### src/rtl/fwd_hazard_ctrl.sv
// fwd_hazard_ctrl: per-operand forward selects from an in-flight tag pipeline plus load-use stall.
// Optional FWD_HAZARD_STATS_EN adds saturating stall_cycles / fwd_events counters.
module fwd_hazard_ctrl #(
  parameter int REG_ADDR_W = 5,
  parameter int NUM_SRC = 2,
  parameter int FWD_DEPTH = 2,
  parameter int LOAD_STAGE = 2,
  parameter int SEL_W = $clog2(FWD_DEPTH + 1)
) (
  input  logic                          clk,
  input  logic                          rst_n,
  input  logic                          ex_valid,
  input  logic [REG_ADDR_W-1:0]         ex_rd,
  input  logic                          ex_reg_write,
  input  logic                          ex_is_load,
  input  logic [NUM_SRC*REG_ADDR_W-1:0] ex_src,
  input  logic                          id_valid,
  input  logic [NUM_SRC*REG_ADDR_W-1:0] id_src,
  input  logic                          flush,
  output logic [NUM_SRC*SEL_W-1:0]      fwd_sel,
  output logic                          stall
`ifdef FWD_HAZARD_STATS_EN
  ,
  output logic [31:0]                   stall_cycles,
  output logic [31:0]                   fwd_events
`endif
);
  logic [FWD_DEPTH:1] t_live, t_ld;
  logic [REG_ADDR_W-1:0] t_rd [1:FWD_DEPTH];
  logic ex_live;
  logic [REG_ADDR_W-1:0] ex_s, id_s;
  logic h;
  assign ex_live = ex_valid & ex_reg_write & ~flush & (ex_rd != '0);
  always_ff @(posedge clk) begin
    for (int k = FWD_DEPTH; k > 1; k--) begin
      t_live[k] <= t_live[k-1];
      t_rd[k] <= t_rd[k-1];
      t_ld[k] <= t_ld[k-1];
    end
    t_live[1] <= ex_live;
    t_rd[1] <= ex_rd;
    t_ld[1] <= ex_is_load;
    if (!rst_n) t_live <= '0;
  end
  // Scanning oldest to youngest lets the youngest matching producer overwrite older ones.
  always_comb begin
    fwd_sel = '0;
    stall = 1'b0;
    ex_s = '0;
    id_s = '0;
    h = 1'b0;
    for (int j = 0; j < NUM_SRC; j++) begin
      ex_s = ex_src[j*REG_ADDR_W +: REG_ADDR_W];
      id_s = id_src[j*REG_ADDR_W +: REG_ADDR_W];
      h = 1'b0;
      for (int k = FWD_DEPTH; k >= 1; k--) begin
        if (t_live[k] && t_rd[k] == ex_s) fwd_sel[j*SEL_W +: SEL_W] = SEL_W'(k);
        if (t_live[k] && t_rd[k] == id_s) h = t_ld[k] && (k + 1 < LOAD_STAGE);
      end
      if (ex_live && ex_rd == id_s) h = ex_is_load && (LOAD_STAGE > 1);
      stall = stall | (id_valid && id_s != '0 && h);
    end
    if (!rst_n) begin
      fwd_sel = '0;
      stall = 1'b0;
    end
  end
`ifdef FWD_HAZARD_STATS_EN
  localparam int NW = $clog2(NUM_SRC + 1);
  logic [NW-1:0] n_fwd;
  logic [32:0] ev_sum;
  always_comb begin
    n_fwd = '0;
    for (int j = 0; j < NUM_SRC; j++)
      n_fwd = n_fwd + ((fwd_sel[j*SEL_W +: SEL_W] != '0) ? NW'(1) : NW'(0));
    ev_sum = {1'b0, fwd_events} + 33'(n_fwd);
  end
  always_ff @(posedge clk) begin
    if (!rst_n) begin
      stall_cycles <= '0;
      fwd_events <= '0;
    end else begin
      if (stall && stall_cycles != '1) stall_cycles <= stall_cycles + 32'd1;
      fwd_events <= ev_sum[32] ? '1 : ev_sum[31:0];
    end
  end
`endif
endmodule

### config.mk
export PLATFORM = sky130hd
export DESIGN_NAME = fwd_hazard_ctrl
export DESIGN_NICKNAME = d
export VERILOG_FILES = /design/src/rtl/fwd_hazard_ctrl.sv
export SDC_FILE = /design/constraint.sdc
export NUM_CORES = 1
export LEC_CHECK = 0
export CAP_MARGIN = 10
export CORE_UTILIZATION = 34
export DETAILED_ROUTE_END_ITERATION = 8
export PLACE_DENSITY = 0.73
export SLEW_MARGIN = 25
export SYNTH_ARGS = -nofsm -noshare
export SYNTH_HDL_FRONTEND = slang
export SYNTH_SLANG_ARGS = --single-unit
### constraint.sdc
create_clock -name clk -period 2.7 [get_ports clk]
set_input_delay 0.81 -clock clk [delete_from_list [all_inputs] [get_ports clk]]
set_output_delay 0.81 -clock clk [all_outputs]
set_load 0.1 [all_outputs]
==> metrics.md <==
| Metric | Value |
|---|---|
| Worst R2R Path Depth | 1 |
| Crit share post-route | 1.08 |
| Post-synth top area cell | dfxtp_1 |
| Syn Nets | between 90 and 100 |
| Combinational group share of total power | 0.300 |
| Synthesized flop and latch total | 12 |
| Max Clk Rate | approximately 0.34 GHz |
| Post-Synthesis Cells | 65 |
| Post-place setup slack | -0.557 ns |
| Placer Congestion | around 0.84 |
| CP Cell Sequence | buf_6, or4_4, o211ai_2, nor4_2, o2111a_2, buf_12 |
| Worst path max stage delay | approximately 0.53 ns |
| WL final | roughly 1.8 mm |
| Synth top area cells | dfxtp_1 37%, xnor2_1 21%, xor2_1 17%, nor4_1 4.8%, and2_1 2.9% |
| Sequential area share after synthesis | 0.369 |
| Clock slew at reported path FFs | around 0.06 ns |
| Row cnt | 15 |
| Cell Int Power | between 300 and 400 uW |
| Reg2reg end | t_live[2] |
| Fin worst setup slack | -0.215 ns |
| Final slew viol count | 0 |
| Register area | ~240 um^2 |
| I/O pin count | 37 |
| Worst ir drop on vdd | 0.254 mV |
| Layout cell share with drive strength beyond 1 | 0.469 |
| Outcome | finished with violations |
| Worst path bufs/invs | 2 |
| Number of global-route vias before repair | 693 |
| Leakage | roughly 0.00055 uW |
| CTS sink cnt | 12 |
| Synth top area share | 0.369 |
| Antenna diode count | 0 |
| Clk buf depth | 2 |
| FF-to-FF setup slack | between 2 and 2.5 ns |
| CP Capture Type | output pin |
| Hold crit path type | flop to flop |
| Max Cap Violations | 0 |
| Worst r2r src | t_live[1] |
| Worst Clk Skew | around 0.00012 ns |
| Sw Share | 0.258 |
| Mean routed wirelength per cell | approximately 13 um |
| CP Class | primary input to output pin |
| Starting density of the core | 0.370 |
| Tot GR Track Use | 0.190 |
| Final-report setup violation count | 4 |
| DR vias | between 600 and 700 |
| Hold slack | approximately 0.39 ns |
| Global-route wire length before repair | 2.70 mm |
| Hold depth | 0 |
| H-tree level count | 1 |
| Slew headroom | 0.803 |
| Unrepaired setup endpoints after global routing | yes |
| Slowest CP cell | or4_4 |
| Initial antenna violation count | 0 |
| Pre-antenna DRT Iters | 4 |
| TritonCTS clock tree | built |
| NetSw | around 110 uW |
| Seq pwr share | 0.462 |
| Largest fanout on the critical path | 2 |
| Crit-path leading delay family | simple AND/OR/NAND/NOR gates |
| Hold EP | t_rd[2][0] |
| Die ar. | around 2100 um^2 |
| Nets | ~150 |
| CP required | 1.89 ns |
| Startpoint type of the worst setup path | primary input |
| Layout overhead on the synthesized area | 99.4% |
| Clk pwr share | 0.238 |
| Fillers | between 100 and 150 |
| Multi-input gate area | ~540 um^2 |
| Hold Crit Start | t_rd[1][0] |
| CP arrival | ~2.1 ns |
| Min Tclk post-route | between 2 and 3 ns |
| Die width | about 46 um |
| Syn Area/Cell | around 10 um^2 |
| Core area | 1760 um^2 |
| Post-route DRC | 0 |
| Power, Total | 422 uW |
| Largest net degree at the start of global routing | 7 |
| Pwr Density | 325 nW/um^2 |
| Cell variety after synth | 15 |
| TritonCTS buffer count | 3 |
| Post-DRT Antenna Nets | 0 |
| Most frequent cells in the layout | 12 x xor2_1, 12 x dfxtp_1, 9 x xnor2_1 |
| Least-Margin Pin Slew | roughly 0.29 ns |
| Final hold violation count | 0 |
| Starting DRT DRC Count | 3 |
| PortBufs | 36 |
| Final TNS setup | -0.387 ns |
| Die height | roughly 46 um |
| Synth Warn # | 0 |
| Failing checks | setup timing |
| Vias per Instance | around 4.8 |
| DP HPWL | between 1 and 1.5 mm |
| Root buffer cell | clkbuf_4 |
| Clk Latency, worst-skew pair | 0.26 ns |
| Gr ovfl total | 0 |
| Netlist Area Pre-Place | around 650 um^2 |
## cell families (layout without fill, tap and decap cells)
| group | after synthesis | in the layout | share of synthesized area |
|---|---|---|---|
| xor+xnor | 29 | 29 | 0.390 |
| compound gates | 4 | 4 | 0.0576 |
| simple gates | 20 | 20 | 0.184 |
| flops | 12 | 12 | 0.369 |
| buf+inv | 0 | 48 | 0 |
## layout make-up
cell class | count | share of cell area
clock buffers | 3 | 0.0173
multi-input cells | 53 | 0.419
flip-flops and latches | 12 | 0.185
well taps | 25 | 0.0241
repair buffers | 45 | 0.355
## how the worst max path moves through the flow
| stage | cells past startpoint | endpoint | startpoint |
|---|---|---|---|
| floorplan | 4 | fwd_sel[3] | ex_src[7] |
| global placement | 6 | stall | ex_rd[0] |
| detailed placement | 6 | stall | ex_rd[0] |
| CTS | 6 | stall | ex_rd[4] |
| global route | 6 | stall | id_src[9] |
| finish | 6 | stall | ex_rd[0] |
## power by group through the flow
stage / Combinational, uW / Sequential (uW) / Clock [uW]
detailed placement: 120 / 198 / 0
global placement: 119 / 198 / 0
CTS: 120 / 195 / 107
global route: 135 / 196 / 114
finish: 127 / 195 / 101
floorplan: 47.1 / 197 / 0
## repair_timing
item / in CTS / in global routing
hold endpoints to repair: 0 / 0
gates cloned: 0 / 0
buffers inserted: 1 / 1
endpoints found under the setup margin: 5 / 5
gates resized for setup: 79 / 10
hold buffers: 0 / 0
pin swaps: 18 / 12
## cell usage after synthesis
library cell / count
nand4_1: 3
and3_1: 2
or4_4: 1
o2111a_1: 1
nor4_1: 5
o41ai_1: 1
and2_1: 3
a21oi_1: 1
nor2_1: 3
o211ai_2: 1
nand4b_1: 1
nand2_1: 2
xnor2_1: 16
dfxtp_1: 12
xor2_1: 13
## flip-flops by register name, indices dropped and copies added, names as in the netlist
signal and count:
t_rd 10, t_live 2
## metal layers
layer,global-route usage,wire length [um],vias to the layer above
li1,-,-,326
met1,0.169,679,293
met5,0,0,-
met2,0.391,1030,37
met4,0.124,36,0
met3,0.0159,100,4
## stage by stage
| stage | area, um^2 | std cells | util |
|---|---|---|---|
| finish | 1300 | 138 | 0.737 |
| CTS | 1260 | 137 | 0.713 |
| global placement | 1210 | 133 | 0.686 |
| global route | 1300 | 138 | 0.737 |
| detailed placement | 1210 | 133 | 0.686 |
| floorplan | 716 | 65 | - |
Power figures use the tool's default switching activity.
